$ cat config.mk
export PLATFORM = sky130hd
export DESIGN_NAME = patternbuf_loader
export DESIGN_NICKNAME = d
export VERILOG_FILES = /design/src/rtl/patternbuf_pkg.sv /design/src/rtl/patternbuf_serdes.sv /design/src/rtl/patternbuf_loader.sv
export SDC_FILE = /design/constraint.sdc
export NUM_CORES = 1
export LEC_CHECK = 0
export CORE_MARGIN = 5
export CORE_UTILIZATION = 38
export DETAILED_ROUTE_END_ITERATION = 7
export GPL_TIMING_DRIVEN = 1
export HOLD_SLACK_MARGIN = 0.05
export MAX_ROUTING_LAYER = met4
export PLACE_DENSITY = 0.8
export SYNTH_ARGS = -nofsm -noshare
export SYNTH_HDL_FRONTEND = slang
export SYNTH_SLANG_ARGS = --single-unit
$ cat constraint.sdc
create_clock -name clk -period 1.7 [get_ports clk]
set_input_delay 0.51 -clock clk [delete_from_list [all_inputs] [get_ports clk]]
set_output_delay 0.51 -clock clk [all_outputs]
set_load 0.02 [all_outputs]
$ cat src/rtl/patternbuf_pkg.sv
// Shared definitions for the pattern-buffer loader: size defaults, FSM states
// and counter-width helper.
package patternbuf_pkg;

  localparam int unsigned DEF_BUFFER_SIZE  = 22;
  localparam int unsigned DEF_BUFFER_WIDTH = 8;

  typedef enum logic [1:0] {
    IDLE,
    WAIT_BYTE,
    SHIFT,
    DONE
  } loader_state_t;

  function automatic int unsigned cnt_width(input int unsigned n);
    return (n > 1) ? $clog2(n) : 1;
  endfunction

  localparam int unsigned DEF_BYTE_CNT_W = cnt_width(DEF_BUFFER_SIZE);
  localparam int unsigned DEF_BIT_CNT_W  = cnt_width(DEF_BUFFER_WIDTH);

endpackage

$ cat src/rtl/patternbuf_serdes.sv
// Byte serialiser for the pattern buffer shift port: MSB-first out on sin,
// LSB-in capture of sout, one ssel cycle per bit.
module patternbuf_serdes
  import patternbuf_pkg::*;
#(
  parameter int unsigned WIDTH = DEF_BUFFER_WIDTH
) (
  input  logic             clk,
  input  logic             reset,
  input  logic             start,
  input  logic             abort,
  input  logic [WIDTH-1:0] byte_in,
  input  logic             sout,
  output logic             sin,
  output logic             ssel,
  output logic [WIDTH-1:0] rx_byte,
  output logic             done
);

  localparam int unsigned BIT_CNT_W = cnt_width(WIDTH);

  logic [WIDTH-1:0]     tx;
  logic [BIT_CNT_W-1:0] bit_cnt;

  assign sin  = tx[WIDTH-1];
  // Strobe on the edge that completes the last bit of the byte.
  assign done = ssel && (bit_cnt == BIT_CNT_W'(WIDTH - 1));

  always_ff @(posedge clk or posedge reset) begin
    if (reset) begin
      tx      <= '0;
      rx_byte <= '0;
      bit_cnt <= '0;
      ssel    <= 1'b0;
    end else if (abort) begin
      ssel <= 1'b0;
    end else if (start) begin
      tx      <= byte_in;
      bit_cnt <= '0;
      ssel    <= 1'b1;
    end else if (ssel) begin
      tx      <= tx << 1;
      rx_byte <= {rx_byte[WIDTH-2:0], sout};
      bit_cnt <= bit_cnt + BIT_CNT_W'(1);
      if (done) begin
        ssel <= 1'b0;
      end
    end
  end

endmodule

$ cat src/rtl/patternbuf_loader.sv
// Sequences full-buffer loads over the serial shift port and arbitrates the
// buffer against PAT's parallel field-write port.
module patternbuf_loader
  import patternbuf_pkg::*;
#(
  parameter int unsigned BUFFER_SIZE  = DEF_BUFFER_SIZE,
  parameter int unsigned BUFFER_WIDTH = DEF_BUFFER_WIDTH
) (
  input  logic                    clk,
  input  logic                    reset,
  input  logic                    load_start,
  input  logic                    load_abort,
  input  logic [BUFFER_WIDTH-1:0] load_data,
  input  logic                    load_valid,
  output logic                    load_ready,
  output logic [BUFFER_WIDTH-1:0] rd_data,
  output logic                    rd_valid,
  output logic                    load_done,
  output logic                    busy,
  input  logic                    pat_write_req,
  input  logic [BUFFER_SIZE-1:0]  pat_wp,
  input  logic [BUFFER_WIDTH-1:0] pat_data,
  output logic                    pat_stall,
  output logic                    buf_ssel,
  output logic                    buf_sin,
  input  logic                    buf_sout,
  output logic                    buf_field_write,
  output logic [BUFFER_SIZE-1:0]  buf_fieldwp,
  output logic [BUFFER_WIDTH-1:0] buf_field_in
);

  localparam int unsigned BYTE_CNT_W = cnt_width(BUFFER_SIZE);

  loader_state_t           state;
  logic [BYTE_CNT_W-1:0]   byte_cnt;
  logic                    abort_req;
  logic                    serdes_start;
  logic                    shift_last;
  logic [BUFFER_WIDTH-1:0] rx_byte;

  assign abort_req    = load_abort && (state != IDLE);
  assign serdes_start = (state == WAIT_BYTE) && load_valid && !load_abort;

  // Field writes only reach the buffer while the shift port is idle.
  assign busy            = (state != IDLE);
  assign buf_field_write = pat_write_req && (state == IDLE);
  assign pat_stall       = pat_write_req && busy;
  assign buf_fieldwp     = pat_wp;
  assign buf_field_in    = pat_data;
  assign rd_data         = rx_byte;

  patternbuf_serdes #(
    .WIDTH(BUFFER_WIDTH)
  ) u_serdes (
    .clk    (clk),
    .reset  (reset),
    .start  (serdes_start),
    .abort  (abort_req),
    .byte_in(load_data),
    .sout   (buf_sout),
    .sin    (buf_sin),
    .ssel   (buf_ssel),
    .rx_byte(rx_byte),
    .done   (shift_last)
  );

  always_ff @(posedge clk or posedge reset) begin
    if (reset) begin
      state      <= IDLE;
      byte_cnt   <= '0;
      load_ready <= 1'b0;
      rd_valid   <= 1'b0;
      load_done  <= 1'b0;
    end else begin
      rd_valid  <= 1'b0;
      load_done <= 1'b0;
      if (abort_req) begin
        state      <= IDLE;
        load_ready <= 1'b0;
      end else begin
        case (state)
          IDLE: begin
            if (load_start) begin
              state      <= WAIT_BYTE;
              byte_cnt   <= '0;
              load_ready <= 1'b1;
            end
          end
          WAIT_BYTE: begin
            if (load_valid) begin
              state      <= SHIFT;
              load_ready <= 1'b0;
            end
          end
          SHIFT: begin
            if (shift_last) begin
              rd_valid <= 1'b1;
              byte_cnt <= byte_cnt + BYTE_CNT_W'(1);
              if (byte_cnt == BYTE_CNT_W'(BUFFER_SIZE - 1)) begin
                state     <= DONE;
                load_done <= 1'b1;
              end else begin
                state      <= WAIT_BYTE;
                load_ready <= 1'b1;
              end
            end
          end
          DONE: begin
            state <= IDLE;
          end
          default: begin
            state <= IDLE;
          end
        endcase
      end
    end
  end

endmodule

Word-level counts from Yosys, hierarchy flattened. Cells that the tools add are included.

Register bits after elaboration: 30. Bits in latches: 0. RAM bits: 0. Memory bits (read-only): 0. Input port bits: 45. Logic and storage cells: 71. Memories kept: 0.

$add $sub $neg: 2. $mul: 0. Div/mod/pow operators: 0. Order comparisons: 0. Equality and inequality tests: 11. Shift operators: 0. Muxes and demuxes: 30. Bitwise gates (word level): 2. Reduce and logical (&&, ||, !) cells: 17.

Operators with widths (number): 1-bit two-way mux (16); 8-bit two-way mux (2); 3-bit inequality test (second input constant) (4); 2-bit two-way mux (5); 5-bit two-way mux (2); 5-bit one-hot mux with 2 select lines (1); 2-bit one-hot mux with 4 select lines (1); 1-bit logical AND (6); 3-bit two-way mux (2); 3-bit AND reduction (2); 2-bit nonzero test (3); 5-bit by 1-bit adder with 5-bit output (second input constant) (1); 5-bit == test (second input constant) (1); 5-bit AND reduction (1); 2-bit == test (second input constant) (2); 2-bit inequality test (second input constant) (2); 4-bit AND reduction (1); 4-bit nonzero test (1); 3-bit by 1-bit adder with 3-bit output (second input constant) (1); 3-bit == test (second input constant) (1); 1-bit one-hot mux with 3 select lines (1); 2-bit by 1-bit == test with 1-bit output (second input constant) (1); 2-bit logical NOT (1); 1-bit NOT (2); 2 further kinds (2).

Logic depth before layout (Yosys ltp). Gate-level depths: netlist of run 1.

Depth in word-level cells: 6. Mapped depth: 6. Depth with buffers taken out: 6.

By module. From an unflattened synthesis of run 1, not the netlist that was laid out.

Cell total of the unflattened synthesis: 166. Area, all modules: 1711.6 sq um.

Modules (own cells, without submodules): patternbuf_serdes (instances 1, cells an instance 76, area an instance 937.1 sq um, sequential area each 500.5 sq um); patternbuf_loader (instances 1, cells an instance 90, area an instance 774.5 sq um, sequential area each 250.2 sq um).

Least setup slack after synthesis of run 1. No wires, ideal clock.

Kind: reg2out. From: register state[0]. To: output port buf_field_write. Arrival: 1049 ps. Slack: 141 ps. Cell stages (with the launch flop): 4. Path buffers: 1. Cells stage by stage: dfrtp_1 > clkbuf_1 > nor2_2 > and2_1.

Word-level cells in the longest chain between the ends: 2.

RTL lines: start, declared (RTL line patternbuf_loader.sv:34) `loader_state_t state;`; start signal, assigned (RTL line patternbuf_loader.sv:69) `state <= IDLE;`; start signal, assigned (RTL line patternbuf_loader.sv:78) `state <= IDLE;`; start signal, assigned (RTL line patternbuf_loader.sv:84) `state <= WAIT_BYTE;`; 2-bit logical NOT (RTL line patternbuf_loader.sv:46) `assign buf_field_write = pat_write_req && (state == IDLE);`; 1-bit logical AND (RTL line patternbuf_loader.sv:46); end, declared (RTL line patternbuf_loader.sv:27) `output logic buf_field_write,`.

Every way passes these cells.

Worst setup path in the final report of run 1.
From: input port load_valid. To: register u_serdes.rx_byte[7].

Word-level cells in the longest chain between the ends: 4.

RTL lines: start, declared (RTL line patternbuf_loader.sv:14) `input logic load_valid,`; 1-bit logical AND (2 in a row) (RTL line patternbuf_loader.sv:42) `assign serdes_start = (state == WAIT_BYTE) && load_valid && !load_abort;`; 1-bit NOT (no line); 3-bit AND reduction (no line); end signal, assigned (RTL line patternbuf_serdes.sv:43) `rx_byte <= {rx_byte[WIDTH-2:0], sout};`; end, declared (RTL line patternbuf_serdes.sv:16) `output logic [WIDTH-1:0] rx_byte,`.

Every way passes these cells. A chain may end at the register's enable or synchronous reset.

==> impl_metrics.json, run 1 <==
{
  "synth-edff-count": 0,
  "worstMarginPinSlew_ns": 0.375,
  "rsz0062_at_grt": "yes",
  "end_kind": "flip-flop",
  "p_leak_nw": 0.936,
  "maxSlewViolCount": 0,
  "row_count": 23,
  "timing.final.crit_period_ns": 1.68,
  "io_buffers": 30,
  "cp.arrival_ns": 1.85,
  "drc": 0,
  "clkTransAtPathRegs_ns": 0.07,
  "relSlewSlack_pct": 75.0,
  "cts_tree": "done",
  "ir_drop_uv": 676,
  "drive_above_1_share_pct": 23.1,
  "worstPathCellList": "clkdlybuf4s50_1 -> nor2b_4 -> nor2_2 -> o21ai_4 -> mux2_2",
  "die_width_um": 75.2,
  "synthesis.nets": 212,
  "routed_wl_um": 3120,
  "synth_flop_cell": "dfrtp_1",
  "routedWlPerCell_um": 13.4,
  "syn-cell-area_um2": 1620,
  "cts-htree-levels": 2,
  "clock-root-buffer": "clkbuf_8",
  "grt_pass1_wl_um": 5170,
  "p_total_w": 0.00275,
  "dr.pass1.iters": 4,
  "track_usage_pct": 12.6,
  "required_ns": 1.87,
  "diodes": 0,
  "cts_buffer_depth": 2,
  "path_depth": 5,
  "ant_nets": 0,
  "hold_class": "flip-flop to flip-flop",
  "place_congestion": 0.835,
  "critPathMaxFanout": 8,
  "cp_top_family": "buffers and inverters",
  "reg2reg_depth": 6,
  "worst_setup_path_start_kind": "input pin",
  "cpPeakStageDelay_ns": 0.48,
  "hpwl_um": 2320,
  "ios": 91,
  "dieArea_um2": 5660,
  "ys_seq_area_share_pct": 46.5,
  "ys_seq_elements": 30,
  "syn_to_final_growth_pct": 21.2,
  "vias_per_cell": 4.84,
  "syn_inst": 163,
  "hold_violations": 0,
  "ys_warn_count": 0,
  "cts_sinks": 30,
  "crit_slowest_cell": "clkdlybuf4s50_1",
  "hold_buffers": 0,
  "start_util_pct": 39.8,
  "grt_max_degree": 31,
  "min_period_over_period_pct": 99.0,
  "status": "finished clean",
  "path_class": "input pin to flip-flop",
  "numCtsBuffers": 5,
  "clk_latency_ns": 0.28,
  "async_flop_share_pct": 100,
  "drt_iter0_drc": 95,
  "final_util_pct": 48.3,
  "grt_overflow": 0,
  "powerDensity_nw_per_um2": 1410,
  "antenna_found_initial": 0,
  "grt_pass1_vias": 1169,
  "cap_violations": 0,
  "holdPathStages": 2,
  "coreArea_um2": 4060,
  "num_vias": 1122,
  "ys_types": 28,
  "max_freq_mhz": 594,
  "final_nets": 230,
  "path_buf_inv": 1,
  "setup_viol": 0,
  "syn_avg_cell_area_um2": 9.91,
  "dieHeight_um": 75.2,
  "finalClockSkew_ns": 0.00681
}
[worst paths after layout]
kind / to / slack [ns] / start
max: u_serdes.rx_byte[7] / 0.02 / load_valid
min: u_serdes.tx[7] / 0.52 / u_serdes.tx[7]
max reg2reg: byte_cnt[1] / 0.16 / u_serdes.bit_cnt[0]
min reg2reg: u_serdes.tx[7] / 0.52 / u_serdes.tx[7]
max in group asynchronous: u_serdes.tx[4] / 0.83 / reset
min in group asynchronous: byte_cnt[2] / 0.60 / reset
[kinds of logic after synthesis]
family | count (synthesis) | synth area share [%]
xor gates and xnor gates | 4 | 2.17
and+or+nand+nor | 45 | 13.9
buffers and inverters | 38 | 16.0
muxes | 8 | 5.58
adders and majority gates | 4 | 3.10
AOI/OAI and AO/OA | 34 | 12.9
DFF | 30 | 46.5
[per-stage QoR]
| step | TNS [ns] | hold slack [ns] | instance area (um2) | setup WS [ns] | std cells |
|---|---|---|---|---|---|
| final | 0 | 0.516 | 1960 | 0.0173 | 232 |
| after CTS | -0.0214 | 0.520 | 1950 | -0.0103 | 232 |
| after global placement | -5.50 | 0.489 | 1860 | -0.507 | 224 |
| after detailed placement | -6.02 | 0.509 | 1860 | -0.514 | 224 |
| after floorplan | 0 | 0.496 | 1620 | 0.141 | 163 |
| after global routing | -0.302 | 0.547 | 1960 | -0.0440 | 232 |
[layout by cell type (no fill, tap or decap), types with 2 or more instances in the layout]
cell type        instances
dlygate4sd2_1           14
inv_1                    4
nand2b_1                 2
nor2_2                   2
buf_2                    2
a211oi_2                 2
ha_1                     4
nand3_1                  3
o21ai_1                  2
o21ai_0                  4
nand2_1                 18
clkbuf_8                 5
and2_1                   3
clkdlybuf4s50_1         13
buf_4                   14
a21oi_1                 21
mux2_2                   8
nor2_1                  11
dfrtp_1                 30
clkinv_2                 2
xnor2_1                  4
[metal layers]
layer / vias up / global-route usage (%) / wire [um]
li1: 556 / - / -
met1: 510 / 13.3 / 1260
met2: 44 / 20.5 / 1490
met3: 12 / 5.07 / 319
met4: 0 / 5.83 / 55
met5: - / - / 0
[registers in the layout, summed over array words and instances, names as in the netlist]
name,flops
u_serdes.rx_byte,8
u_serdes.tx,8
byte_cnt,5
u_serdes.bit_cnt,3
state,2
load_done,1
load_ready,1
rd_valid,1
u_serdes.ssel,1
[layout make-up]
class | instances | area, um2
Multi-Input combinational cell | 95 | 622
Inverter | 4 | 15.0
Clock inverter | 3 | 40.0
Tap cell | 50 | 62.6
Fill cell | 374 | 2100
Sequential cell | 30 | 751
Timing Repair Buffer | 45 | 399
Clock buffer | 5 | 68.8
[report_power, final]
part           total (W)  switching (W)  internal (W)
Sequential       0.00108       0.000136      0.000945
Clock           0.000700       0.000270      0.000431
Combinational   0.000973       0.000512      0.000461
[repair_timing]
item	in CTS	in global routing
gates resized for setup	30	2
buffers inserted	0	0
pin swaps	2	2
setup endpoints to repair	24	11
[cell usage after synthesis, types with 3 or more instances]
library cell	count	share of area (%)
buf_4	30	14
dfrtp_1	30	46
a21oi_1	21	6.5
nand2_1	18	4.2
nor2_1	11	2.6
mux2_2	8	5.6
o21ai_0	5	1.5
ha_1	4	3.1
inv_1	4	0.93
xnor2_1	4	2.2
and2_1	3	1.2
nand3_1	3	0.93
[tightest hold or removal path: stages (launching register included)]
cell and delay [ns]:
dfrtp_1 0.37, nand2_1 0.06, a21oi_1 0.05
No activity file was read; power rests on OpenSTA's default activity.
==> run 2: changes to the inputs <==
- CORE_MARGIN: 5 -> 2
- GPL_TIMING_DRIVEN: 1 -> not set
==> impl_metrics.json, run 2 (synthesis gave the netlist of run 1 again) <==
{
  "status": "finished clean",
  "cts_buffer_depth": 2,
  "cp.arrival_ns": 1.14,
  "grt_overflow": 0,
  "placed_area_um2": 1870,
  "nFillCells": 382,
  "antenna_found_initial": 0,
  "start_util_pct": 39.8,
  "diodes": 0,
  "rrSetupSlack_ns": 0.12,
  "required_ns": 1.19,
  "min_period_over_period_pct": 97.1,
  "grt_max_degree": 31,
  "final_nets": 232,
  "p_total_w": 0.00277,
  "path_class": "flip-flop to output port",
  "ir_drop_uv": 509,
  "worstMarginPinSlew_ns": 0.303,
  "cts_tree": "done",
  "syn_to_final_growth_pct": 23.4,
  "pre_cts_ws_ns": -0.508,
  "coreArea_um2": 4060,
  "rsz0062_at_grt": "yes",
  "end_kind": "output port",
  "relSlewSlack_pct": 79.7,
  "regArea_um2": 751,
  "critPathMaxFanout": 2,
  "reg2reg_depth": 6,
  "hpwl_um": 2110,
  "worstReg2RegStart": "state[0]",
  "crit_start": "state[0]",
  "layout_commonest_cell": "dfrtp_1",
  "drt_iter0_drc": 44,
  "dieHeight_um": 69.2,
  "timing.rr.end": "u_serdes.rx_byte[4]",
  "track_usage_pct": 13.3,
  "dieArea_um2": 4790,
  "hold_violations": 0,
  "numCtsBuffers": 5,
  "drc": 0,
  "fin_cells": 234,
  "grt_pass1_wl_um": 4890,
  "finalClockSkew_ns": 0.00310,
  "timing.final.crit_period_ns": 1.65,
  "p_leak_nw": 0.967,
  "layout_setup_ws_ns": 0.0500,
  "cts-htree-levels": 2,
  "largestRegisters": "u_serdes.rx_byte x8, u_serdes.tx x8, byte_cnt x5",
  "io_buffers": 30,
  "clkTransAtPathRegs_ns": 0.06,
  "vias_per_cell": 4.76,
  "routedWlPerCell_um": 12.2,
  "cp-endpoint": "buf_field_write",
  "die_width_um": 69.2,
  "clk_latency_ns": 0.28,
  "grt_pass1_vias": 1041,
  "ios": 91,
  "multiInputGateArea_um2": 628,
  "worst_setup_path_start_kind": "flip-flop",
  "routed_wl_um": 2850,
  "tns_ns": 0,
  "drive_above_1_share_pct": 24.5,
  "max_freq_mhz": 606,
  "maxSlewViolCount": 0,
  "finish.instance_area_um2": 1990,
  "row_count": 23,
  "dp_cells": 224,
  "cts_sinks": 30,
  "powerDensity_nw_per_um2": 1390,
  "ant_nets": 0,
  "clock-root-buffer": "clkbuf_8",
  "place_congestion": 0.784,
  "num_vias": 1115,
  "final_cell_mix": "dfrtp_1 (30), a21oi_1 (21), nand2_1 (18)",
  "setup_viol": 0,
  "cap_violations": 0,
  "dr.pass1.iters": 4,
  "hold_class": "flip-flop to flip-flop"
}
## run 2: cell types whose count changed in the layout (fill, tap and decap cells not counted), sizes merged
cell,change
clkdlybuf4s50,-2
dlymetal6s2s,+1
buf,+2
dlygate4sd2,+1
## run 2: metrics by stage
step	utilization, %	hold slack (ns)
after floorplan	-	0.496
after global placement	46.2	0.493
after detailed placement	46.2	0.503
after CTS	48.6	0.513
after global routing	49.1	0.527
final	49.1	0.508
## run 2: worst max-delay path, cell delays in order (launching register included)
cell and delay [ns]:
dfrtp_1 0.39, nor2_2 0.13, buf_4 0.12, and2_4 0.12, buf_6 0.10
## run 2: report_power, final
part | internal, W | switching, W | total, W
logic | 0.000486 | 0.000508 | 0.000994
clock network | 0.000431 | 0.000268 | 0.000698
registers | 0.000945 | 0.000133 | 0.00108
total | 0.00186 | 0.000908 | 0.00277
## run 2: worst min-delay path by stage
stage                                    from                  end  slack, ns  cells after the start
after floorplan                u_serdes.tx[1]       u_serdes.tx[1]       0.50                      2
after global placement    u_serdes.rx_byte[7]  u_serdes.rx_byte[7]       0.49                      1
after detailed placement  u_serdes.rx_byte[7]  u_serdes.rx_byte[7]       0.50                      1
after CTS                 u_serdes.rx_byte[7]  u_serdes.rx_byte[7]       0.51                      1
after global routing      u_serdes.rx_byte[7]  u_serdes.rx_byte[7]       0.53                      1
final                     u_serdes.rx_byte[7]  u_serdes.rx_byte[7]       0.51                      1
## run 2: cell type report
class	instances	share of cell area (%)
flip-flops and latches	30	37.7
well taps	50	3.14
clock inverters	3	2.01
multi-input cells	95	31.5
inverters	4	0.753
clock buffers	5	3.45
repair buffers	47	21.5
## run 2: what timing repair did
action	CTS	global route
setup buffers	1	1
resized for setup	32	4
pin swaps	3	2
hold buffers	0	0
setup endpoints to repair	24	8
## run 2: routing by layer
layer  GRT usage [%]  part of all wire, %  vias up
met5               -                    0        -
met4            5.88                  1.8        0
met3            5.52                  6.6        8
met2            19.2                   47       38
met1            16.3                   45      509
li1                -                    -      560
